--- src/rtl/jt900h_flags_pkg.sv ---
// Shared definitions for the TLCS-900H flag stage: F bit positions, update
// mask bit order, carry-op and condition-code encodings, plus helpers that
// build the next F value.
package jt900h_flags_pkg;

  // F register bit positions; bits 5 and 3 are unimplemented and read 0
  localparam int S_FLAG = 7;
  localparam int Z_FLAG = 6;
  localparam int H_FLAG = 4;
  localparam int V_FLAG = 2;
  localparam int N_FLAG = 1;
  localparam int C_FLAG = 0;
  localparam logic [7:0] F_IMPL = 8'hD7;

  // fmask bit order {S,Z,H,V,N,C}
  localparam int FM_S = 5;
  localparam int FM_Z = 4;
  localparam int FM_H = 3;
  localparam int FM_V = 2;
  localparam int FM_N = 1;
  localparam int FM_C = 0;

  typedef enum logic [2:0] {
    NONE_CF = 3'd0,
    SCF_CF  = 3'd1,
    RCF_CF  = 3'd2,
    CCF_CF  = 3'd3,
    ZCF_CF  = 3'd4
  } cf_op_e;

  // 8-15 are the complements of 0-7
  typedef enum logic [3:0] {
    CC_F, CC_LT, CC_LE, CC_ULE, CC_OV, CC_MI, CC_Z, CC_ULT,
    CC_T, CC_GE, CC_GT, CC_UGT, CC_NOV, CC_PL, CC_NZ, CC_NC
  } cc_e;

  typedef enum logic {ST_IDLE, ST_WAIT} state_e;

  // per-commit control, latched while the divider is busy
  typedef struct packed {
    logic [5:0] fmask;
    logic       n_val;
    logic       pv_sel;
  } commit_ctl_t;

  typedef struct packed {
    logic s, z, h, v, p, c;
  } alu_flags_t;

  function automatic logic [7:0] cf_apply(input logic [7:0] f, input logic [2:0] op);
    logic [7:0] r;
    r = f;
    case (op)
      SCF_CF: begin r[C_FLAG] = 1'b1;       r[H_FLAG] = 1'b0; r[N_FLAG] = 1'b0; end
      RCF_CF: begin r[C_FLAG] = 1'b0;       r[H_FLAG] = 1'b0; r[N_FLAG] = 1'b0; end
      CCF_CF: begin r[C_FLAG] = ~f[C_FLAG]; r[N_FLAG] = 1'b0; end
      ZCF_CF: begin r[C_FLAG] = ~f[Z_FLAG]; r[N_FLAG] = 1'b0; end
      default: ;
    endcase
    return r;
  endfunction

  function automatic logic [7:0] commit_apply(input logic [7:0] f, input commit_ctl_t ctl,
                                              input alu_flags_t a);
    logic [7:0] r;
    r = f;
    if (ctl.fmask[FM_S]) r[S_FLAG] = a.s;
    if (ctl.fmask[FM_Z]) r[Z_FLAG] = a.z;
    if (ctl.fmask[FM_H]) r[H_FLAG] = a.h;
    if (ctl.fmask[FM_V]) r[V_FLAG] = ctl.pv_sel ? a.p : a.v;
    if (ctl.fmask[FM_N]) r[N_FLAG] = ctl.n_val;
    if (ctl.fmask[FM_C]) r[C_FLAG] = a.c;
    return r;
  endfunction

endpackage

--- src/rtl/jt900h_flags_cc.sv ---
// Combinational condition evaluator.
//   cc    : 4-bit condition code (bit 3 inverts the base condition)
//   flags : F register
//   cc_ok : condition true
module jt900h_flags_cc
  import jt900h_flags_pkg::*;
(
  input  logic [3:0] cc,
  input  logic [7:0] flags,
  output logic       cc_ok
);

  logic lt, base;
  logic unused_bits;

  assign unused_bits = ^{flags[5], flags[H_FLAG], flags[3], flags[N_FLAG]};
  assign lt          = flags[S_FLAG] ^ flags[V_FLAG];

  always_comb begin
    base = 1'b0;
    case (cc[2:0])
      3'd0: base = 1'b0;
      3'd1: base = lt;
      3'd2: base = lt | flags[Z_FLAG];
      3'd3: base = flags[C_FLAG] | flags[Z_FLAG];
      3'd4: base = flags[V_FLAG];
      3'd5: base = flags[S_FLAG];
      3'd6: base = flags[Z_FLAG];
      3'd7: base = flags[C_FLAG];
      default: base = 1'b0;
    endcase
  end

  assign cc_ok = base ^ cc[3];

endmodule

--- src/rtl/jt900h_flags.sv ---
// TLCS-900H flag register stage. Captures masked ALU flags into F, holds the
// alternate bank F', executes SCF/RCF/CCF/ZCF, EX F,F' and F loads, and
// defers a commit while the divider is busy.
//   clk/rst/cen           : clock, sync active-high reset, clock enable
//   alu_*                 : ALU flag outputs
//   n_val/pv_sel/fmask    : per-instruction commit control
//   commit/div_busy       : commit strobe, divider busy
//   cf_op/ex_ff/ld_f/din  : carry ops, bank swap, direct load
//   cc/cc_ok              : condition evaluation on current F
//   flags/flags_alt       : F, F'
//   nout/hout/cout/zout   : F bits fed back to the ALU
//   pend                  : commit waiting for the divider
module jt900h_flags
  import jt900h_flags_pkg::*;
(
  input  logic       clk,
  input  logic       rst,
  input  logic       cen,
  input  logic       alu_s,
  input  logic       alu_z,
  input  logic       alu_h,
  input  logic       alu_v,
  input  logic       alu_p,
  input  logic       alu_c,
  input  logic       n_val,
  input  logic       pv_sel,
  input  logic [5:0] fmask,
  input  logic       commit,
  input  logic       div_busy,
  input  logic [2:0] cf_op,
  input  logic       ex_ff,
  input  logic       ld_f,
  input  logic [7:0] din,
  input  logic [3:0] cc,
  output logic [7:0] flags,
  output logic [7:0] flags_alt,
  output logic       nout,
  output logic       hout,
  output logic       cout,
  output logic       zout,
  output logic       cc_ok,
  output logic       pend
);

  state_e      state, state_nx;
  commit_ctl_t ctl_q, ctl_in, ctl_use;
  alu_flags_t  alu;
  logic [7:0]  f, f_alt, f_base, f_new, f_nx, f_alt_nx;
  logic        do_commit, latch_ctl;

  assign ctl_in = '{fmask: fmask, n_val: n_val, pv_sel: pv_sel};
  assign alu    = '{s: alu_s, z: alu_z, h: alu_h, v: alu_v, p: alu_p, c: alu_c};

  always_comb begin
    state_nx  = state;
    do_commit = 1'b0;
    latch_ctl = 1'b0;
    ctl_use   = ctl_in;
    case (state)
      ST_IDLE: if (commit) begin
        if (div_busy) begin
          state_nx  = ST_WAIT;
          latch_ctl = 1'b1;
        end else begin
          do_commit = 1'b1;
        end
      end
      ST_WAIT: begin
        // new commit strobes are ignored; the latched masks meet this cycle's ALU flags
        ctl_use = ctl_q;
        if (!div_busy) begin
          do_commit = 1'b1;
          state_nx  = ST_IDLE;
        end
      end
      default: state_nx = ST_IDLE;
    endcase

    f_base = ld_f ? (din & F_IMPL) : cf_apply(f, cf_op);
    f_new  = do_commit ? (commit_apply(f_base, ctl_use, alu) & F_IMPL) : f_base;
    // swap is applied last so F' receives the fully built value
    f_nx     = ex_ff ? f_alt : f_new;
    f_alt_nx = ex_ff ? f_new : f_alt;
  end

  always_ff @(posedge clk) begin
    if (rst) begin
      state <= ST_IDLE;
      ctl_q <= '0;
      f     <= '0;
      f_alt <= '0;
    end else if (cen) begin
      state <= state_nx;
      if (latch_ctl) ctl_q <= ctl_in;
      f     <= f_nx;
      f_alt <= f_alt_nx;
    end
  end

  jt900h_flags_cc u_cc (
    .cc    (cc),
    .flags (f),
    .cc_ok (cc_ok)
  );

  assign flags     = f;
  assign flags_alt = f_alt;
  assign nout      = f[N_FLAG];
  assign hout      = f[H_FLAG];
  assign cout      = f[C_FLAG];
  assign zout      = f[Z_FLAG];
  assign pend      = (state == ST_WAIT);

endmodule

--- config.mk ---
export PLATFORM = sky130hd
export DESIGN_NAME = jt900h_flags
export DESIGN_NICKNAME = d
export VERILOG_FILES = /design/src/rtl/jt900h_flags_pkg.sv /design/src/rtl/jt900h_flags_cc.sv /design/src/rtl/jt900h_flags.sv
export SDC_FILE = /design/constraint.sdc
export NUM_CORES = 1
export LEC_CHECK = 0
export BUFFER_PORTS_ARGS = -buffer_cell sky130_fd_sc_hd__buf_2
export CORE_MARGIN = 3
export CORE_UTILIZATION = 40
export DETAILED_ROUTE_END_ITERATION = 12
export PLACE_DENSITY = 0.68
export SYNTH_ARGS = -nofsm -noshare
export SYNTH_HDL_FRONTEND = slang
export SYNTH_SLANG_ARGS = --single-unit
--- constraint.sdc ---
create_clock -name clk -period 3.05 [get_ports clk]
set_clock_uncertainty 0.2 [all_clocks]
set_input_delay 0.61 -clock clk [delete_from_list [all_inputs] [get_ports clk]]
set_output_delay 0.61 -clock clk [all_outputs]
set_load 0.02 [all_outputs]
* Word level (Yosys, flattened, before mapping) *
Cells that the tools add are included.
W data, S select, Z words.

word-level totals
  flip-flop bits (word level) = 25
  output and inout bits = 22

cells by class
  equality and inequality tests = 11
  mux-type cells = 21
  bitwise logic cells = 7
  reduce and logical (&&, ||, !) cells = 4

operators by type and width
  cell                  count
  $mux W8               4
  $eq A3 B3 Y1 const B  5
  $mux W1               13
  $eq A3 B2 Y1 const B  4
  $pmux W1 S8           1
  $pmux W2 S4           1
  $eq A3 B1 Y1 const B  2
  $pmux W1 S2           2
  $reduce_and A2 Y1     2
  $logic_not A3 Y1      1
  $not A1 Y1            3
  $or A1 B1 Y1          2
  $reduce_or A2 Y1      1
  $xor A1 B1 Y1         2

* Logic depth before layout (Yosys ltp) *
Gate-level depths: netlist of the first run.

  depth in word-level cells = 7
  depth in mapped cells = 7
  mapped depth without buffers = 5

* Cells and area by module *
From an unflattened synthesis of the first run, not the netlist that was laid out.

unflattened totals
  cells, all modules = 186
  area total of the unflattened synthesis = 1512.7 um^2

by module, submodules not included
  module           instances  cells an instance  area an instance (um^2)  seq. area each (um^2)
  jt900h_flags     1          176                1437.6                   500.5
  jt900h_flags_cc  1          10                 75.1                     0.0

* Least setup slack after synthesis of the first run *
Ideal clock, no wire load.

  path type = input to output
  from = input port cc[0]
  to = output port cc_ok
  arrival time = 1.552 ns
  setup slack = 0.688 ns
  stages on the path = 4
  buffers on the path = 0
  cells stage by stage = nor2b_1 -> o311a_1 -> a221oi_1 -> xnor2_1

between the ends
  word-level cells in the longest chain between the ends = 3

RTL lines
  what                                  line                   RTL
  start: declaration                    jt900h_flags.sv:34     input logic [3:0] cc,
  $eq A3 B3 Y1 (tied with other cells)  jt900h_flags_cc.sv:21  case (cc[2:0])
  $pmux W1 S8 (*)                       jt900h_flags_cc.sv:21
  $xor A1 B1 Y1 (*)                     jt900h_flags_cc.sv:34  assign cc_ok = base ^ cc[3];
  end: declaration                      jt900h_flags.sv:41     output logic cc_ok,

Every way passes the cells marked *; elsewhere a longest branch is shown, timed or not.

* Worst setup path after layout of the first run *
Same ends and word-level chain as after synthesis.

==> flow_summary_export.csv, run 1 <==
group,metric,value,unit
critical_path,critical_path_buf_inv_count,2,
critical_path,setup.worst_path.end_class,"primary output",
global_routing,grt_pass1_wl,5.768,mm
drt,drtPass1Iterations,4,
clock_network,clock_latency_at_the_later_pin_of_the_worst_skew_pair,270,ps
clock_network,clockRootBuffer,"sky130_fd_sc_hd__clkbuf_8",
yosys,synth_warnings,0,
critical_path,worst-path-stages,6,
yosys,synth-async-reset-ratio,0,%
critical_path,critPathMaxStageDelay,320,ps
timing,relSlewSlack,60.75,%
flow_run,timing.max_cap.violations,0,
cells_and_area,final_layout_size_suffix_gt1_share,32.14,%
critical_path,worst_r2r_path_depth,5,
yosys,mappedNetlistNets,218,
yosys,netlist_area,0.001501,mm^2
yosys,syn_inst_count,182,
placed_design,port_buffers,55,
yosys,ys_seq_area_share,33.33,%
floorplan,floorplan.die_area,0.004525,mm^2
critical_path,cp-start-kind,"input port",
clock_network,clk_pin_slew_worst_setup_hold_paths,90,ps
min_path,hold_path_depth,2,
timing,fin_crit,2600,ps
critical_path,path_common_cell,"sky130_fd_sc_hd__buf_2",
placed_design,gp_congestion,0.7534,
critical_path,required,2240,ps
drt,vias_per_cell,5.241,
yosys,syn_avg_cell_area,8.250,um^2
global_routing,number_of_global_route_vias_before_repair,1287,
timing,rsz0062_at_grt,"false",
timing,worst_pin_slew,588.0,ps
power_and_ir_drop,power.density,404.9,mW/mm^2
cells_and_area,antenna_cells_inserted,0,
timing,holdWs,257.8,ps
clock_network,post_cts.repair.setup_buffers,0,
critical_path,critPathTopFamily,"compound AO/OA/AOI/OAI gates",
floorplan,fp.coreArea,0.003468,mm^2
clock_network,clock_sink_count,25,
min_path,min-delay-path-class,"reg -> reg",
power_and_ir_drop,power_report.internal_total,501.9,uW
drt,drc,0,
power_and_ir_drop,power.ir.vdd_worst,0.0004701,V
drt,wl_per_cell,13.39,um
critical_path,worstPathCellList,"buf_2, nor2b_1, o311a_1, a221oi_1, xnor2_1, buf_2",
floorplan,die_x,67.27,um
timing,report.final.slew_viol_count,0,
status,status,"completed",
yosys,ys_dominant_reg_cell,"sky130_fd_sc_hd__dfxtp_1",
power_and_ir_drop,power.switching_fraction,30.13,%
yosys,flip_flop_and_latch_count_after_synthesis,25,
power_and_ir_drop,power.switching,216.4,uW
drt,detail_route.wirelength,3.614,mm
timing,finalSetupViolCount,0,
critical_path,timing.setup.critical_path_class,"in -> out",
clock_network,hold_buffers,0,
floorplan,dieHeight,67.27,um
clock_network,post_cts_resized,0,
drt,drt.antenna.violating_nets,0,
yosys,synth_edf_count,0,
clock_network,clock_tree_from_tritoncts,"built",
power_and_ir_drop,p_leak,0.7572,nW
cells_and_area,area_growth,18.17,%
timing,final_hold_viol_count,0,
placed_design,dp_hpwl,2.686,mm
power_and_ir_drop,comb_power_share,23.1,%
yosys,synth.distinct_cells,41,
clock_network,htree_num_levels,1,
floorplan,floorplan.initialDensity,43.29,%
clock_network,cts_inserted_buffers,3,
global_routing,grt_start_max_net_pins,27,
timing,fmax,384.6,MHz
drt,first_iter_violations,40,
global_routing,grt_usage,16.16,%
cells_and_area,finish.net_count,261,
global_routing,antenna_violations_before_repair,0,
global_routing,grt_overflow_total,0,
drt,via_count,1415,
power_and_ir_drop,pwr-share-seq,49.5,%
power_and_ir_drop,proportion_of_power_drawn_by_the_clock_network,27.5,%
critical_path,arrival,1790,ps
clock_network,clock_tree.buffer_depth,2,
critical_path,crit_slowest_cell,"sky130_fd_sc_hd__o311a_1",
cells_and_area,num-fill-cells,359,
critical_path,critical_path.max_fanout,6,
floorplan,core.rowCount,21,
floorplan,pin_count,58,
timing,timing.setup.tns,0,ps
timing,timing.final.crit_share,85.25,%
per-layer routing:
layer,vias up,track usage (%),part of all wire [%]
met5,-,0,0
met4,0,1.519,0.28
met3,2,3.494,7.4
met2,46,27.73,46
met1,646,21.50,47
li1,721,-,-
power by group through the flow:
stage / logic, mW / clock network (mW) / registers [mW]
finish: 0.166 / 0.197 / 0.355
global route: 0.181 / 0.219 / 0.358
CTS: 0.167 / 0.204 / 0.355
detailed placement: 0.167 / 0 / 0.363
global placement: 0.165 / 0 / 0.363
floorplan: 0.109 / 0 / 0.371
placed cells by master, fill, tap and decap left out, drive strengths merged, types with 3 or more instances in the layout:
cell type,instances
dfxtp,25
a21oi,18
xor2,3
mux2i,8
nor2b,3
a311oi,3
nor3,4
nor2,12
nand3b,10
buf,55
clkbuf,3
xnor2,3
o21ai,7
nand2,39
final timing paths:
check | from | to | slack [ps]
worst min-delay path | ctl_q[2]$_SDFFE_PP0P_ | ctl_q[2]$_SDFFE_PP0P_ | 260
worst min register to register | ctl_q[2]$_SDFFE_PP0P_ | ctl_q[2]$_SDFFE_PP0P_ | 260
worst max register to register | pend$_SDFFE_PP0P_ | flags[2]$_SDFFE_PP0P_ | 1100
worst max-delay path | cc[0] | cc_ok | 450
state kept, by name, indices dropped and copies added (netlist names):
name / flops
pend: 1
flags: 8
flags_alt: 8
ctl_q: 8
stage by stage:
stage / instance area, um^2 / utilization (%) / setup slack [ps] / cells / power (mW)
final: 1774 / 51.15 / 449.9 / 270 / 0.7183
after global routing: 1774 / 51.15 / 407.7 / 270 / 0.7588
after CTS: 1774 / 51.15 / 442.3 / 270 / 0.7267
after detailed placement: 1728 / 49.82 / 449.2 / 266 / 0.5298
after global placement: 1728 / 49.82 / 469.0 / 266 / 0.5277
after floorplan: 1501 / - / 687.8 / 182 / 0.4795
area by class of cell:
type	instances	area, um^2	share of cell area, %
Multi-Input combinational cell	139	890.9	50.21
Clock buffer	3	41.29	2.327
Timing Repair Buffer	55	275.3	15.51
Clock inverter	1	5.005	0.2821
Tap cell	46	57.56	3.244
Sequential cell	25	500.5	28.21
Inverter	1	3.754	0.2116
worst min-delay path, stage by stage (launching register included):
cell	delay [ps]
sky130_fd_sc_hd__dfxtp_1	320
sky130_fd_sc_hd__nand2_1	50
sky130_fd_sc_hd__a21oi_1	50
logic make-up (layout without fill, tap and decap cells):
kind of cell    after synthesis  in the layout  share of synthesized area (%)
simple gates                 78             78                          27.17
buf+inv                      18             60                          7.333
flops                        25             25                          33.33
compound gates               45             45                          21.83
xor+xnor                      6              6                          3.501
mux                          10             10                          6.833
cell usage after synthesis (all sizes together) (2+ instances only):
library cell	count	share of area, %
buf	11	5.6
nand2	39	9.7
o211a	2	1.3
a221oi	2	1.2
clkbuf	6	1.5
a21o	2	1.0
o32ai	2	1.2
mux2i	8	5.3
nor2b	3	1.3
nand2b	2	0.83
mux2	2	1.5
and2	2	0.83
o311a	2	1.3
nand3	2	0.67
xnor2	3	1.8
o211ai	2	1.3
xor2	3	1.8
a21oi	18	7.0
nand3b	10	6.7
a22oi	2	1.0
a311oi	3	2.6
nor2	12	3.0
dfxtp	25	33
nor3	4	2.0
o21ai	7	2.3
Note: power is estimated with default switching activity, not from simulation.
==> run 2: changes to the inputs <==
--- a/config.mk
+++ b/config.mk
@@ -11,4 +11,5 @@
 export DETAILED_ROUTE_END_ITERATION = 12
 export PLACE_DENSITY = 0.68
+export RECOVER_POWER = 100
 export SYNTH_ARGS = -nofsm -noshare
 export SYNTH_HDL_FRONTEND = slang
==> constraint.sdc (replaced) <==
create_clock -name clk -period 2.72 [get_ports clk]
set_clock_uncertainty 0.2 [all_clocks]
set_input_delay 0.272 -clock clk [delete_from_list [all_inputs] [get_ports clk]]
set_output_delay 0.272 -clock clk [all_outputs]
set_load 0.02 [all_outputs]
==> run 2 against run 1 <==
- first-iteration DRC count increased by 80%
- combinational power is 5% higher
- core utilization down 1.9 points
- final cell count did not move
==> flow_summary_export.csv, run 2 (same netlist as run 1, synthesis figures left out) <==
group,metric,value,unit
status,status,"completed",
timing,relSlewSlack,60.12,%
cells_and_area,antenna_cells_inserted,0,
flow_run,timing.max_cap.violations,0,
critical_path,arrival,1660,ps
clock_network,clock_tree_from_tritoncts,"built",
floorplan,dieHeight,67.27,um
clock_network,htree_num_levels,1,
clock_network,clock_tree.buffer_depth,2,
critical_path,worst_r2r_startpoint,"pend$_SDFFE_PP0P_",
critical_path,required,2250,ps
min_path,launch_point_of_the_worst_hold_path,"n_val",
timing,holdWs,35.10,ps
timing,finalSetupViolCount,0,
cells_and_area,num-fill-cells,382,
global_routing,antenna_violations_before_repair,0,
drt,vias_per_cell,5.274,
critical_path,endpoint,"cc_ok",
drt,drtPass1Iterations,4,
power_and_ir_drop,power.ir.vdd_worst,0.0003423,V
drt,drt.antenna.violating_nets,0,
timing,rsz0062_at_grt,"false",
cells_and_area,area_growth,13.75,%
critical_path,worstPathCellList,"o311a_1, a221oi_1, xnor2_1, clkbuf_1",
power_and_ir_drop,power.density,465.6,mW/mm^2
timing,fmax,468.3,MHz
drt,via_count,1424,
critical_path,worstReg2RegEnd,"flags[1]$_SDFFE_PP0P_",
global_routing,grt_start_max_net_pins,27,
clock_network,post_cts_resized,0,
global_routing,grt_overflow_total,0,
critical_path,crit_slowest_cell,"sky130_fd_sc_hd__dfxtp_1",
drt,detail_route.wirelength,3.580,mm
floorplan,fp.coreArea,0.003468,mm^2
clock_network,clock_latency_at_the_later_pin_of_the_worst_skew_pair,270,ps
timing,worst_pin_slew,597.4,ps
timing,report.final.slew_viol_count,0,
placed_design,dp_hpwl,2.661,mm
critical_path,regToRegSetupSlack,820,ps
global_routing,grt_pass1_wl,5.671,mm
min_path,min-delay-path-class,"in -> reg",
timing,timing.final.crit_share,78.51,%
timing,fin_crit,2135,ps
cells_and_area,final_layout_size_suffix_gt1_share,19.20,%
floorplan,die_x,67.27,um
global_routing,number_of_global_route_vias_before_repair,1231,
floorplan,core.rowCount,21,
drt,wl_per_cell,13.26,um
timing,timing.setup.tns,0,ps
drt,drc,0,
clock_network,clockRootBuffer,"sky130_fd_sc_hd__clkbuf_8",
critical_path,timing.setup.critical_path_class,"reg -> out",
cells_and_area,layout.cells.most_common,"sky130_fd_sc_hd__nand2_1",
floorplan,floorplan.initialDensity,43.29,%
clock_network,cts_inserted_buffers,3,
drt,first_iter_violations,72,
cells_and_area,most-common-layout-cells,"sky130_fd_sc_hd__nand2_1, sky130_fd_sc_hd__buf_2, sky130_fd_sc_hd__dfxtp_1, sky130_fd_sc_hd__clkbuf_1, sky130_fd_sc_hd__a21oi_1",
clock_network,hold_buffers,0,
placed_design,gp_congestion,0.7109,
timing,final_hold_viol_count,0,
floorplan,floorplan.die_area,0.004525,mm^2
placed_design,port_buffers,55,
critical_path,critPathLaunch,"flags[2]$_SDFFE_PP0P_",
clock_network,post_cts.repair.setup_buffers,0,
clock_network,clk_pin_slew_worst_setup_hold_paths,90,ps
power_and_ir_drop,p_leak,0.6517,nW
critical_path,worst_r2r_path_depth,5,
critical_path,setup.worst_path.end_class,"primary output",
floorplan,pin_count,58,
cells_and_area,finish.net_count,261,
critical_path,critical_path.max_fanout,6,
global_routing,grt_usage,15.83,%
critical_path,cp-start-kind,"flip-flop",
clock_network,clock_sink_count,25,
critical_path,critPathMaxStageDelay,370,ps
run 2: changes by cell type in the layout (fill, tap and decap cells not counted), moves of 4 or more:
| cell | previous run | this run |
|---|---|---|
| sky130_fd_sc_hd__buf_2 | 55 | 33 |
| sky130_fd_sc_hd__a21oi_2 | 4 | 0 |
| sky130_fd_sc_hd__a21oi_1 | 14 | 18 |
| sky130_fd_sc_hd__clkbuf_1 | 0 | 22 |
run 2: metal layers:
metal	track usage [%]	vias up	part of all wire, %
li1	-	725	-
met1	22.46	658	47
met2	25.03	37	46
met3	3.494	4	6.3
met4	2.278	0	0.53
met5	0	-	0
run 2: worst min path at each step:
stage / to / slack (ps) / cells after the start
4_1_cts: ctl_q[1]$_SDFFE_PP0P_ / 40 / 3
2_1_floorplan: ctl_q[0]$_SDFFE_PP0P_ / 210 / 2
6_report: ctl_q[1]$_SDFFE_PP0P_ / 40 / 3
3_3_place_gp: ctl_q[5]$_SDFFE_PP0P_ / 240 / 2
3_5_place_dp: ctl_q[5]$_SDFFE_PP0P_ / 250 / 2
5_1_grt: ctl_q[6]$_SDFFE_PP0P_ / 50 / 3
run 2: report_power, final:
group	total [mW]	switching (mW)	leakage, nW	internal [mW]
combinational	0.175	0.104	0.422	0.0713
sequential	0.399	0.0174	0.204	0.381
clock	0.222	0.119	0.0255	0.103
run 2: area by class of cell:
class | instances | area (um^2) | share of cell area [%]
sequential | 25 | 500.5 | 29.30
multi-input combinational | 139 | 852.1 | 49.89
clock inverter | 1 | 5.005 | 0.2930
tap | 46 | 57.56 | 3.370
timing repair buffer | 55 | 247.7 | 14.51
inverter | 1 | 3.754 | 0.2198
clock buffer | 3 | 41.29 | 2.418
run 2: metrics by stage:
step           worst slack, ps  utilization (%)  total power [mW]  instances  instance area (um^2)
2_1_floorplan            970.3                -            0.5377        182                  1501
3_3_place_gp             825.1            49.82            0.5916        266                  1728
3_5_place_dp             804.8            49.82            0.5933        266                  1728
4_1_cts                  654.9            51.15            0.8123        270                  1774
5_1_grt                  476.6            49.24            0.8370        270                  1708
6_report                 584.6            49.24            0.7952        270                  1708
run 2: critical path, delay by kind of cell, from the launching register on:
family / cells / cell delay (ps)
compound gates: 2 / 610
buf+inv: 1 / 250
flops: 1 / 370
xor+xnor: 1 / 160
